==> config.mk <==
export PLATFORM = sky130hd
export DESIGN_NAME = regs_wr_arb
export DESIGN_NICKNAME = d
export VERILOG_FILES = /design/src/rtl/regs_wr_arb.sv
export SDC_FILE = /design/constraint.sdc
export NUM_CORES = 1
export LEC_CHECK = 0
export BUFFER_PORTS_ARGS = -buffer_cell sky130_fd_sc_hd__buf_2
export CORE_ASPECT_RATIO = 0.6
export CORE_UTILIZATION = 43
export CTS_CLUSTER_SIZE = 20
export DETAILED_ROUTE_END_ITERATION = 8
export PLACE_DENSITY = 0.86
export SYNTH_ARGS = -nofsm -noshare
export SYNTH_HDL_FRONTEND = slang
export SYNTH_SLANG_ARGS = --single-unit
==> constraint.sdc <==
create_clock -name clk_i -period 3.5 [get_ports clk_i]
set_clock_uncertainty 0.1 [all_clocks]
set_input_delay 0.525 -clock clk_i [delete_from_list [all_inputs] [get_ports clk_i]]
set_output_delay 0.525 -clock clk_i [all_outputs]
set_load 0.05 [all_outputs]
==> src/rtl/regs_wr_arb.sv <==
// rtl/regs_wr_arb.sv - single-port write arbiter for the general-purpose register file
//
// Merges three writers onto the one register-file write port.
// Priority per cycle: ex writeback > buffered divider result > jtag.
// Divider results pass through a one-entry buffer, which is exported as
// pend_valid_o/pend_addr_o so that id can stall readers of that register.
// Writes to x0 complete their handshake but never raise rf_we_o.
//
// Ports:
//   clk_i, rst_ni                        clock, asynchronous active-low reset
//   ex_we_i/ex_waddr_i/ex_wdata_i        ex writeback (never stalled)
//   div_valid_i/div_ready_o/div_waddr_i/div_wdata_i   divider result handshake
//   jtag_valid_i/jtag_ready_o/jtag_addr_i/jtag_data_i debug write handshake
//   rf_we_o/rf_waddr_o/rf_wdata_o        register-file write port (combinational)
//   pend_valid_o/pend_addr_o             buffered divider result
//   ex_stall_o                           ex must hold its next writeback
//
// Optional feature macro: REGS_ARB_STARVE_EN
//   When defined, a waiting jtag request is forced through after STARVE_MAX
//   cycles of waiting. When undefined, ex_stall_o is tied 0 and jtag may starve.
module regs_wr_arb #(
  parameter int AW         = 5,
  parameter int DW         = 32,
  parameter int STARVE_MAX = 8
) (
  input  logic          clk_i,
  input  logic          rst_ni,
  input  logic          ex_we_i,
  input  logic [AW-1:0] ex_waddr_i,
  input  logic [DW-1:0] ex_wdata_i,
  input  logic          div_valid_i,
  output logic          div_ready_o,
  input  logic [AW-1:0] div_waddr_i,
  input  logic [DW-1:0] div_wdata_i,
  input  logic          jtag_valid_i,
  output logic          jtag_ready_o,
  input  logic [AW-1:0] jtag_addr_i,
  input  logic [DW-1:0] jtag_data_i,
  output logic          rf_we_o,
  output logic [AW-1:0] rf_waddr_o,
  output logic [DW-1:0] rf_wdata_o,
  output logic          pend_valid_o,
  output logic [AW-1:0] pend_addr_o,
  output logic          ex_stall_o
);

  logic          buf_v_q;
  logic [AW-1:0] buf_addr_q;
  logic [DW-1:0] buf_data_q;

  logic force_q;    // this cycle is the forced jtag slot
  logic stall;      // starvation limit reached: warn ex, hold the buffer
  logic force_gnt;
  logic ex_gnt;
  logic drain;
  logic jtag_gnt;
  logic div_acc;

`ifdef REGS_ARB_STARVE_EN
  localparam int CW = $clog2(STARVE_MAX + 1);
  logic [CW-1:0] starve_cnt_q;

  // force_q masks the limit so the stall lasts exactly one cycle even though
  // the saturated count is only cleared by the grant that follows it.
  assign stall = jtag_valid_i & (starve_cnt_q == CW'(STARVE_MAX)) & ~force_q;

  always_ff @(posedge clk_i or negedge rst_ni) begin
    if (!rst_ni) begin
      starve_cnt_q <= '0;
      force_q      <= 1'b0;
    end else begin
      if (!jtag_valid_i || jtag_gnt) begin
        starve_cnt_q <= '0;
      end else if (starve_cnt_q != CW'(STARVE_MAX)) begin
        starve_cnt_q <= starve_cnt_q + CW'(1);
      end
      force_q <= stall & ~jtag_gnt;
    end
  end
`else
  // Strict priority; the parameter stays referenced so the default build
  // carries no unused-parameter noise.
  assign stall   = 1'b0 & (STARVE_MAX > 0);
  assign force_q = 1'b0;
`endif

  // Outputs are gated by rst_ni so nothing handshakes or writes while reset
  // is asserted, even before the first clock edge.
  assign force_gnt    = force_q & jtag_valid_i;
  assign ex_gnt       = rst_ni & ex_we_i & ~force_gnt;
  assign drain        = rst_ni & buf_v_q & ~ex_we_i & ~stall & ~force_gnt;
  assign jtag_gnt     = rst_ni & jtag_valid_i & (force_q | (~ex_we_i & ~buf_v_q));
  assign div_ready_o  = rst_ni & (~buf_v_q | drain);
  assign div_acc      = div_valid_i & div_ready_o;
  assign jtag_ready_o = jtag_gnt;
  assign ex_stall_o   = rst_ni & stall;
  assign pend_valid_o = buf_v_q;
  assign pend_addr_o  = buf_addr_q;

  always_comb begin
    rf_we_o    = 1'b0;
    rf_waddr_o = '0;
    rf_wdata_o = '0;
    if (ex_gnt) begin
      rf_we_o    = |ex_waddr_i;
      rf_waddr_o = ex_waddr_i;
      rf_wdata_o = ex_wdata_i;
    end else if (drain) begin
      rf_we_o    = |buf_addr_q;
      rf_waddr_o = buf_addr_q;
      rf_wdata_o = buf_data_q;
    end else if (jtag_gnt) begin
      rf_we_o    = |jtag_addr_i;
      rf_waddr_o = jtag_addr_i;
      rf_wdata_o = jtag_data_i;
    end
  end

  // A result for x0 is accepted but never buffered, so it cannot stall id.
  // Load takes precedence over drain: refill and write share the same edge.
  always_ff @(posedge clk_i or negedge rst_ni) begin
    if (!rst_ni) begin
      buf_v_q    <= 1'b0;
      buf_addr_q <= '0;
      buf_data_q <= '0;
    end else if (div_acc && (|div_waddr_i)) begin
      buf_v_q    <= 1'b1;
      buf_addr_q <= div_waddr_i;
      buf_data_q <= div_wdata_i;
    end else if (drain) begin
      buf_v_q <= 1'b0;
    end
  end

endmodule
### Yosys cells after proc, flatten, opt, wreduce, memory -nomap -nowiden

Index checks and enable logic that the tools add are counted.

| cells by class | value |
|---|---|
| bitwise gates (word level) | 11 |
| muxes and demuxes | 11 |
| reduce and logical (&&, ||, !) cells | 6 |

Operator list:

| cell | number |
|---|---|
| $mux W32 | 3 |
| $reduce_or A5 Y1 | 4 |
| $mux W5 | 3 |
| $and A1 B1 Y1 | 8 |
| $mux W1 | 5 |
| $not A1 Y1 | 2 |
| $reduce_bool A2 Y1 | 1 |
| $logic_and A1 B1 Y1 | 1 |
| $or A1 B1 Y1 | 1 |

| word-level totals | value |
|---|---|
| input bits | 116 |
| output and inout bits | 47 |
| flip-flop bits (word level) | 38 |

### Logic depth before layout (Yosys ltp)

Gate-level depths: netlist (run 1).

| depth | value |
|---|---|
| depth after elaboration | 7 |
| depth in mapped cells | 6 |
| mapped depth without buffers | 4 |

### Worst setup path before layout (run 1)

No wires, ideal clock.

| path | value |
|---|---|
| path type | flip-flop to output port |
| start point | register buf_v_q, in the netlist pend_valid_o |
| end point | output port rf_we_o |
| arrival | 2.337 ns |
| required time | 2.875 ns |
| setup slack | 0.538 ns |
| buffers on the path | 1 |
| stages on the path, launching flop included | 6 |
| cell sequence | dfrtp_1 nor4bb_1 clkbuf_1 o21ai_0 o21a_1 a31oi_1 |

| between the ends | value |
|---|---|
| word-level cells in the longest chain between the ends | 6 |
| elaborated cells between the ends (all ways) | 8 |
| those cells by class | mux: 3; bitwise: 5 |

RTL lines:

| what | line | RTL |
|---|---|---|
| from (decl) | 47 | `logic buf_v_q;` |
| from (signal assigned) | 123 | `buf_v_q <= 1'b0;` |
| from (signal assigned) | 127 | `buf_v_q <= 1'b1;` |
| from (signal assigned) | 131 | `buf_v_q <= 1'b0;` |
| $not A1 Y1 | 92 | `assign jtag_gnt = rst_ni & jtag_valid_i & (force_q \| (~ex_we_i & ~buf_v_q));` |
| $and A1 B1 Y1 (2 in a row) | 92 |  |
| $mux W1 | 112 | `end else if (jtag_gnt) begin` |
| $mux W1 * | 108 | `end else if (drain) begin` |
| $mux W1 * | 104 | `if (ex_gnt) begin` |
| to (decl) | 39 | `output logic rf_we_o,` |

Mark *: on every way between the ends. The rest lies on a longest branch, timed or not.

### Worst setup path after layout (run 1)

| path | value |
|---|---|
| start point | input port rst_ni |
| end point | output port rf_wdata_o[5] |

| between the ends | value |
|---|---|
| word-level cells in the longest chain between the ends | 5 |
| elaborated cells between the ends (all ways) | 8 |
| those cells by class | mux: 3; bitwise: 5 |

RTL lines:

| what | line | RTL |
|---|---|---|
| from (decl) | 27 | `input logic rst_ni,` |
| $and A1 B1 Y1 (2 in a row) | 92 |  |
| $mux W32 | 112 |  |
| $mux W32 | 108 |  |
| $mux W32 * | 104 |  |
| to (decl) | 41 | `output logic [DW-1:0] rf_wdata_o,` |

Marked as above.

==> results of run 1 <==
## worst paths after layout
check	to	depth (start not counted)	slack [ns]	from
setup / recovery	rf_wdata_o[5]	6	0.71	rst_ni
hold / removal	pend_addr_o[0]	1	0.05	rst_ni
setup reg to reg	buf_data_q[27]	4	1.65	pend_valid_o
min in group clk_i	buf_data_q[25]	2	0.35	div_wdata_i[25]
max in group asynchronous	buf_data_q[1]	2	2.58	rst_ni
hold reg to reg	buf_data_q[1]	1	0.40	buf_data_q[1]
## logic make-up (layout without fill, tap and decap cells)
family          after synthesis  after routing  synth area share
mux                          36             36             0.194
simple gates                 10             10            0.0311
other cells                   1              1           0.00179
buf+inv                      56            215             0.117
flops                        38             38             0.454
compound gates               44             44             0.203
## final cells by class
cell class / instances / area, um^2 / share of cell area
clock buffer: 6 / 82.6 / 0.0269
clock inverter: 2 / 12.5 / 0.00408
inverter: 38 / 143 / 0.0465
multi-input combinational: 91 / 922 / 0.301
sequential: 38 / 951 / 0.310
tap: 63 / 78.8 / 0.0257
timing repair buffer: 169 / 878 / 0.286
## cells in the mapped netlist
cell      instances
o21ai_0           2
nor2_1            2
o211ai_2          1
and3b_1           1
inv_1            38
or4_1             2
nor4bb_1          1
dfrtp_1          38
a222oi_1         37
a32o_1            1
nor4_1            1
buf_2             1
a21boi_1          1
and2_0            1
o21a_1            1
conb_1            1
or3_1             1
clkbuf_1         12
a31oi_1           1
buf_4             2
mux2_1           18
nor3_1            1
buf_6             2
mux2_2           18
buf_8             1
## flip-flops by register name, summed over array words and instances (netlist names)
signal,cells
pend_valid_o,1
buf_data_q,32
pend_addr_o,5
## critical path, stage by stage
cell	delay, ns
buf_2	0.31
and3b_1	0.57
buf_4	0.29
a222oi_1	0.10
inv_1	0.10
buf_2	0.26
## through the flow
| stage | utilization | cells | total power [uW] | setup WS (ns) | hold WS [ns] |
|---|---|---|---|---|---|
| 5_1_grt | 0.662 | 407 | 1720 | 0.537 | 0.0603 |
| 6_report | 0.662 | 407 | 1630 | 0.709 | 0.0484 |
| 3_5_place_dp | 0.641 | 399 | 1330 | 0.691 | 0.360 |
| 2_1_floorplan | - | 185 | 1120 | 0.538 | 0.129 |
| 3_3_place_gp | 0.641 | 399 | 1320 | 0.730 | 0.349 |
| 4_1_cts | 0.662 | 407 | 1650 | 0.685 | 0.0474 |
## routing by layer
metal	routed length, um	up-vias	track usage	share of wire
li1	-	1029	-	-
met1	2630	1085	0.320	0.43
met2	2980	134	0.389	0.48
met3	549	2	0.0628	0.089
met4	18	0	0.0335	0.0029
met5	0	-	0	0
## power by group through the flow
stage	combinational [uW]	sequential [uW]	clock, uW
final	694	630	311
after global routing	735	645	338
after CTS	698	629	320
after detailed placement	696	638	0
after global placement	683	632	0
after floorplan	439	679	0
==> results.sh, run 1 <==
export IMPL_clk_pin_slew_ns=0.08
export IMPL_ctsResizeCount=0
export IMPL_seq_power_share=0.385
export IMPL_crit_required_ns=2.87
export IMPL_syn_to_final_growth_pct=46.5
export IMPL_powerDensity_nw_per_um2=533
export IMPL_core_region_area_um2=4640
export IMPL_clock_sinks=38
export IMPL_port_buffer_count=161
export IMPL_fp_dieW_um=92.1
export IMPL_grt_use_total=0.236
export IMPL_final_cell_mix="buf_2, inv_1, dfrtp_1, a222oi_1"
export IMPL_synth_warnings=0
export IMPL_clk_latency_ns=0.27
export IMPL_p_int_uw=950
export IMPL_hold_viol_final=0
export IMPL_die_y_um=56.1
export IMPL_swShare=0.419
export IMPL_drive_above_1_share=0.573
export IMPL_criticalPathCategory="primary input to output pin"
export IMPL_clockRootBuffer="clkbuf_8"
export IMPL_syn_avg_cell_area_um2=11.3
export IMPL_ys_seq_area_frac=0.454
export IMPL_comb_power_share=0.424
export IMPL_die_area_um2=5160
export IMPL_nFillCells=389
export IMPL_nets=459
export IMPL_cts_made_buffers=5
export IMPL_clk_path_buf_depth=2
export IMPL_synth_area_top_cells="dfrtp_1, a222oi_1, mux2_1, mux2_2, inv_1"
export IMPL_viasPerCell=5.53
export IMPL_setup_tns_ns=0
export IMPL_placed_area_um2=2970
export IMPL_antenna_found_initial=0
export IMPL_place_congestion=0.901
export IMPL_fin_crit_sh=0.797
export IMPL_power_switching_uw=685
export IMPL_critPathMaxFanout=17
export IMPL_min_path_type="primary input to asynchronous set/reset pin"
export IMPL_grt_start_max_net_pins=31
export IMPL_initial_core_util=0.452
export IMPL_via_count=2250
export IMPL_gr_total_overflow=0
export IMPL_netlist_area_um2=2090
export IMPL_clockPowerShare=0.190
export IMPL_arrival_ns=2.17
export IMPL_synth_seq_cells=38
export IMPL_grt_pass1_wl_um=9520
export IMPL_worst_setup_path_start_kind="primary input"
export IMPL_worst_pin_slew_ns=0.538
export IMPL_synth_fp_nets=301
export IMPL_core_rowCount=19
export IMPL_max_freq_ghz=0.358
export IMPL_detail_route_first_pass_iterations=7
export IMPL_antenna_cells=0
export IMPL_grt_pass1_vias=2094
export IMPL_io_pins=163
export IMPL_routed_wl_um=6190
export IMPL_htreeDepth=2
export IMPL_cts_tree="yes"
export IMPL_dp_hpwl_um=4760
export IMPL_drc=0
export IMPL_relSlewSlack=0.641
export IMPL_p_leak_uw=0.00179
export IMPL_synth_cells=185
export IMPL_end_kind="output pin"
export IMPL_synth_area_leader_cell="dfrtp_1"
export IMPL_finalInstanceArea_um2=3070
export IMPL_drv_cap=0
export IMPL_yosysTopAreaCellShare=0.454
export IMPL_wl_per_cell_um=15.2
export IMPL_synth_cell_types=25
export IMPL_status="completed"
export IMPL_cts_hold_buf=0
export IMPL_vdd_drop_max_mv=0.302
export IMPL_rsz0062_at_grt="false"
export IMPL_layout_commonest_cell="buf_2"
export IMPL_dr_first_iter_drc_count=249
export IMPL_post_route_min_period_ns=2.79
export IMPL_post_cts_buffers=0
export IMPL_setup_violations=0
export IMPL_postRouteAntennaNets=0
export IMPL_final_max_slew_viol_count=0
Note: power is estimated with default switching activity, not from simulation.
==> inputs of run 2 (changes only) <==
--- a/config.mk
+++ b/config.mk
@@ -5,12 +5,13 @@
 export SDC_FILE = /design/constraint.sdc
 export NUM_CORES = 1
 export LEC_CHECK = 0
+export ABC_AREA = 1
 export BUFFER_PORTS_ARGS = -buffer_cell sky130_fd_sc_hd__buf_2
 export CORE_ASPECT_RATIO = 0.6
-export CORE_UTILIZATION = 43
+export CORE_UTILIZATION = 38
 export CTS_CLUSTER_SIZE = 20
 export DETAILED_ROUTE_END_ITERATION = 8
-export PLACE_DENSITY = 0.86
+export PLACE_DENSITY = 0.77
 export SYNTH_ARGS = -nofsm -noshare
 export SYNTH_HDL_FRONTEND = slang
 export SYNTH_SLANG_ARGS = --single-unit
==> constraint.sdc (replaced) <==
create_clock -name clk_i -period 2.5 [get_ports clk_i]
set_clock_uncertainty 0.1 [all_clocks]
set_input_delay 0.375 -clock clk_i [delete_from_list [all_inputs] [get_ports clk_i]]
set_output_delay 0.375 -clock clk_i [all_outputs]
set_load 0.05 [all_outputs]
==> run 2 against run 1 <==
- core utilization fell by 8.6 points
- register-to-register slack worse by 0.69 ns
- flip-flop and latch count unchanged
- first-iteration DRC count decreased by 33%
- die area increased by 27%
- largest cell class is now multi-input combinational cells
==> results.sh, run 2 <==
export IMPL_min_path_type="primary input to asynchronous set/reset pin"
export IMPL_crit_required_ns=2.03
export IMPL_detail_route_first_pass_iterations=5
export IMPL_status="completed"
export IMPL_ctsResizeCount=0
export IMPL_end_kind="output pin"
export IMPL_worstReg2RegEnd="pend_addr_o[2]"
export IMPL_antenna_cells=0
export IMPL_grt_use_total=0.235
export IMPL_core_rowCount=21
export IMPL_worst_setup_path_start_kind="flop"
export IMPL_grt_pass1_wl_um=12400
export IMPL_antenna_found_initial=0
export IMPL_nets=626
export IMPL_clk_latency_ns=0.28
export IMPL_synth_warnings=0
export IMPL_place_congestion=0.846
export IMPL_ys_seq_area_frac=0.401
export IMPL_path_delay_family="buffers and inverters"
export IMPL_setup_violations=0
export IMPL_layout_commonest_cell="nand2_1"
export IMPL_viasPerCell=5.01
export IMPL_synth_cell_types=18
export IMPL_rsz0062_at_grt="false"
export IMPL_grt_start_max_net_pins=38
export IMPL_dp_cells=582
export IMPL_fin_util=0.575
export IMPL_synth_cells=355
export IMPL_p_leak_uw=0.00195
export IMPL_hold_viol_final=0
export IMPL_final_cell_mix="nand2_1, buf_2, nand3_1, dfrtp_1, nand4_1"
export IMPL_r2r_slack_ns=0.96
export IMPL_port_buffer_count=161
export IMPL_path_buf_inv=3
export IMPL_yosysTopAreaCellShare=0.401
export IMPL_dp_hpwl_um=5790
export IMPL_synth_ff_type="dfrtp_1"
export IMPL_synth_seq_cells=38
export IMPL_clock_sinks=38
export IMPL_dr_first_iter_drc_count=167
export IMPL_syn_avg_cell_area_um2=6.69
export IMPL_core_region_area_um2=5780
export IMPL_routed_wl_um=7540
export IMPL_drv_cap=0
export IMPL_final_max_slew_viol_count=0
export IMPL_dp_slack_ns=0.430
export IMPL_synth_area_leader_cell="dfrtp_1"
export IMPL_synth_most_common_cell="nand2_1"
export IMPL_largest_reg_flops=32
export IMPL_cts_hold_buf=1
export IMPL_netlist_area_um2=2370
export IMPL_vdd_drop_max_mv=0.311
export IMPL_synth_area_top_cells="dfrtp_1, nand2_1, nand4_1, nand3_1, buf_2"
export IMPL_r2r_cells=7
export IMPL_slowest_stage="dfrtp_1"
export IMPL_rr_startpoint="pend_valid_o"
export IMPL_initial_core_util=0.411
export IMPL_wl_per_cell_um=12.7
export IMPL_arrival_ns=1.72
export IMPL_drc=0
export IMPL_die_y_um=63.2
export IMPL_startpoint="pend_valid_o"
export IMPL_syn_to_final_growth_pct=40.1
export IMPL_postRouteAntennaNets=0
export IMPL_die_area_um2=6580
export IMPL_path_cells="inv_2 -> nand2_1 -> nor2_2 -> buf_4 -> o21ai_0 -> nand3_1 -> buf_2"
export IMPL_final_cells=591
export IMPL_powerDensity_nw_per_um2=725
export IMPL_cts_made_buffers=5
export IMPL_cpPeakStageDelay_ns=0.40
export IMPL_synth_fp_nets=471
export IMPL_finalWorstSetupSlack_ns=0.304
export IMPL_htreeDepth=2
export IMPL_nFillCells=606
export IMPL_clk_path_buf_depth=2
export IMPL_fp_dieW_um=104
export IMPL_gr_total_overflow=0
export IMPL_drive_above_1_share=0.370
export IMPL_critPathMaxFanout=27
export IMPL_setup_tns_ns=0
export IMPL_clk_pin_slew_ns=0.07
export IMPL_io_pins=163
export IMPL_post_route_min_period_ns=2.20
export IMPL_max_freq_ghz=0.455
export IMPL_ys_top_cells_by_count="nand2_1, nand3_1, dfrtp_1"
export IMPL_regMostFlops="buf_data_q"
export IMPL_criticalPathCategory="flop to output pin"
export IMPL_synth_edf_count=0
export IMPL_async_flop_share=1.00
export IMPL_whs_ns=0.0623
export IMPL_grt_pass1_vias=2822
export IMPL_fin_crit_sh=0.878
export IMPL_clockRootBuffer="clkbuf_8"
export IMPL_cts_tree="yes"
export IMPL_post_cts_buffers=0
export IMPL_via_count=2958
-- run 2: cell types whose count changed after synthesis, sizes merged, moves of 34 or more --
cell    change
a222oi     -37
inv        -34
mux2       -36
nand2     +193
nand3      +42
nand4      +35
-- run 2: report_power, final --
part           internal (uW)  switching [uW]
logic                    303             768
registers                793             115
clock network            223             209
total                   1320            1090
-- run 2: worst reg2reg max path: stages, from the launching register on --
cell and delay (ns):
dfrtp_1 0.40, inv_2 0.09, nand2_1 0.06, nand2_2 0.09
nand3_2 0.28, buf_12 0.28, nand2_1 0.09, nand2_1 0.05
-- run 2: kinds of logic after synthesis --
family | Yosys count | synth area share
AO/OA/AOI/OAI | 4 | 0.00843
buffers and inverters | 32 | 0.0801
flip-flops | 38 | 0.401
other | 1 | 0.00158
AND/OR/NAND/NOR | 280 | 0.509
-- run 2: worst max-delay path by stage --
stage | end | slack, ns | cells past startpoint
after floorplan | rf_wdata_o[22] | 0.34 | 6
after global placement | rf_we_o | 0.42 | 8
after detailed placement | rf_we_o | 0.43 | 8
after CTS | rf_we_o | 0.28 | 7
after global routing | rf_we_o | 0.13 | 7
final | rf_we_o | 0.30 | 7
-- run 2: cell type report --
class	instances	area [um^2]	share of cell area
clock buffers	7	86.3	0.0260
clock inverters	1	5.00	0.00150
inverters	4	15.0	0.00451
multi-input cells	285	1230	0.371
flip-flops and latches	38	951	0.286
well taps	80	100	0.0301
repair buffers	176	933	0.281
-- run 2: per-stage QoR --
step	area, um^2	power (uW)
final	3330	2410
after global routing	3330	2570
after CTS	3330	2430
after detailed placement	3220	1990
after global placement	3220	1960
after floorplan	2370	1680
-- run 2: routing by layer --
metal  vias to the layer above  global-route usage  share of wire
met3                        10              0.0580          0.079
met5                         -                   0              0
met4                         0              0.0607         0.0096
met1                      1353               0.299           0.45
met2                       134               0.402           0.47
li1                       1461                   -              -
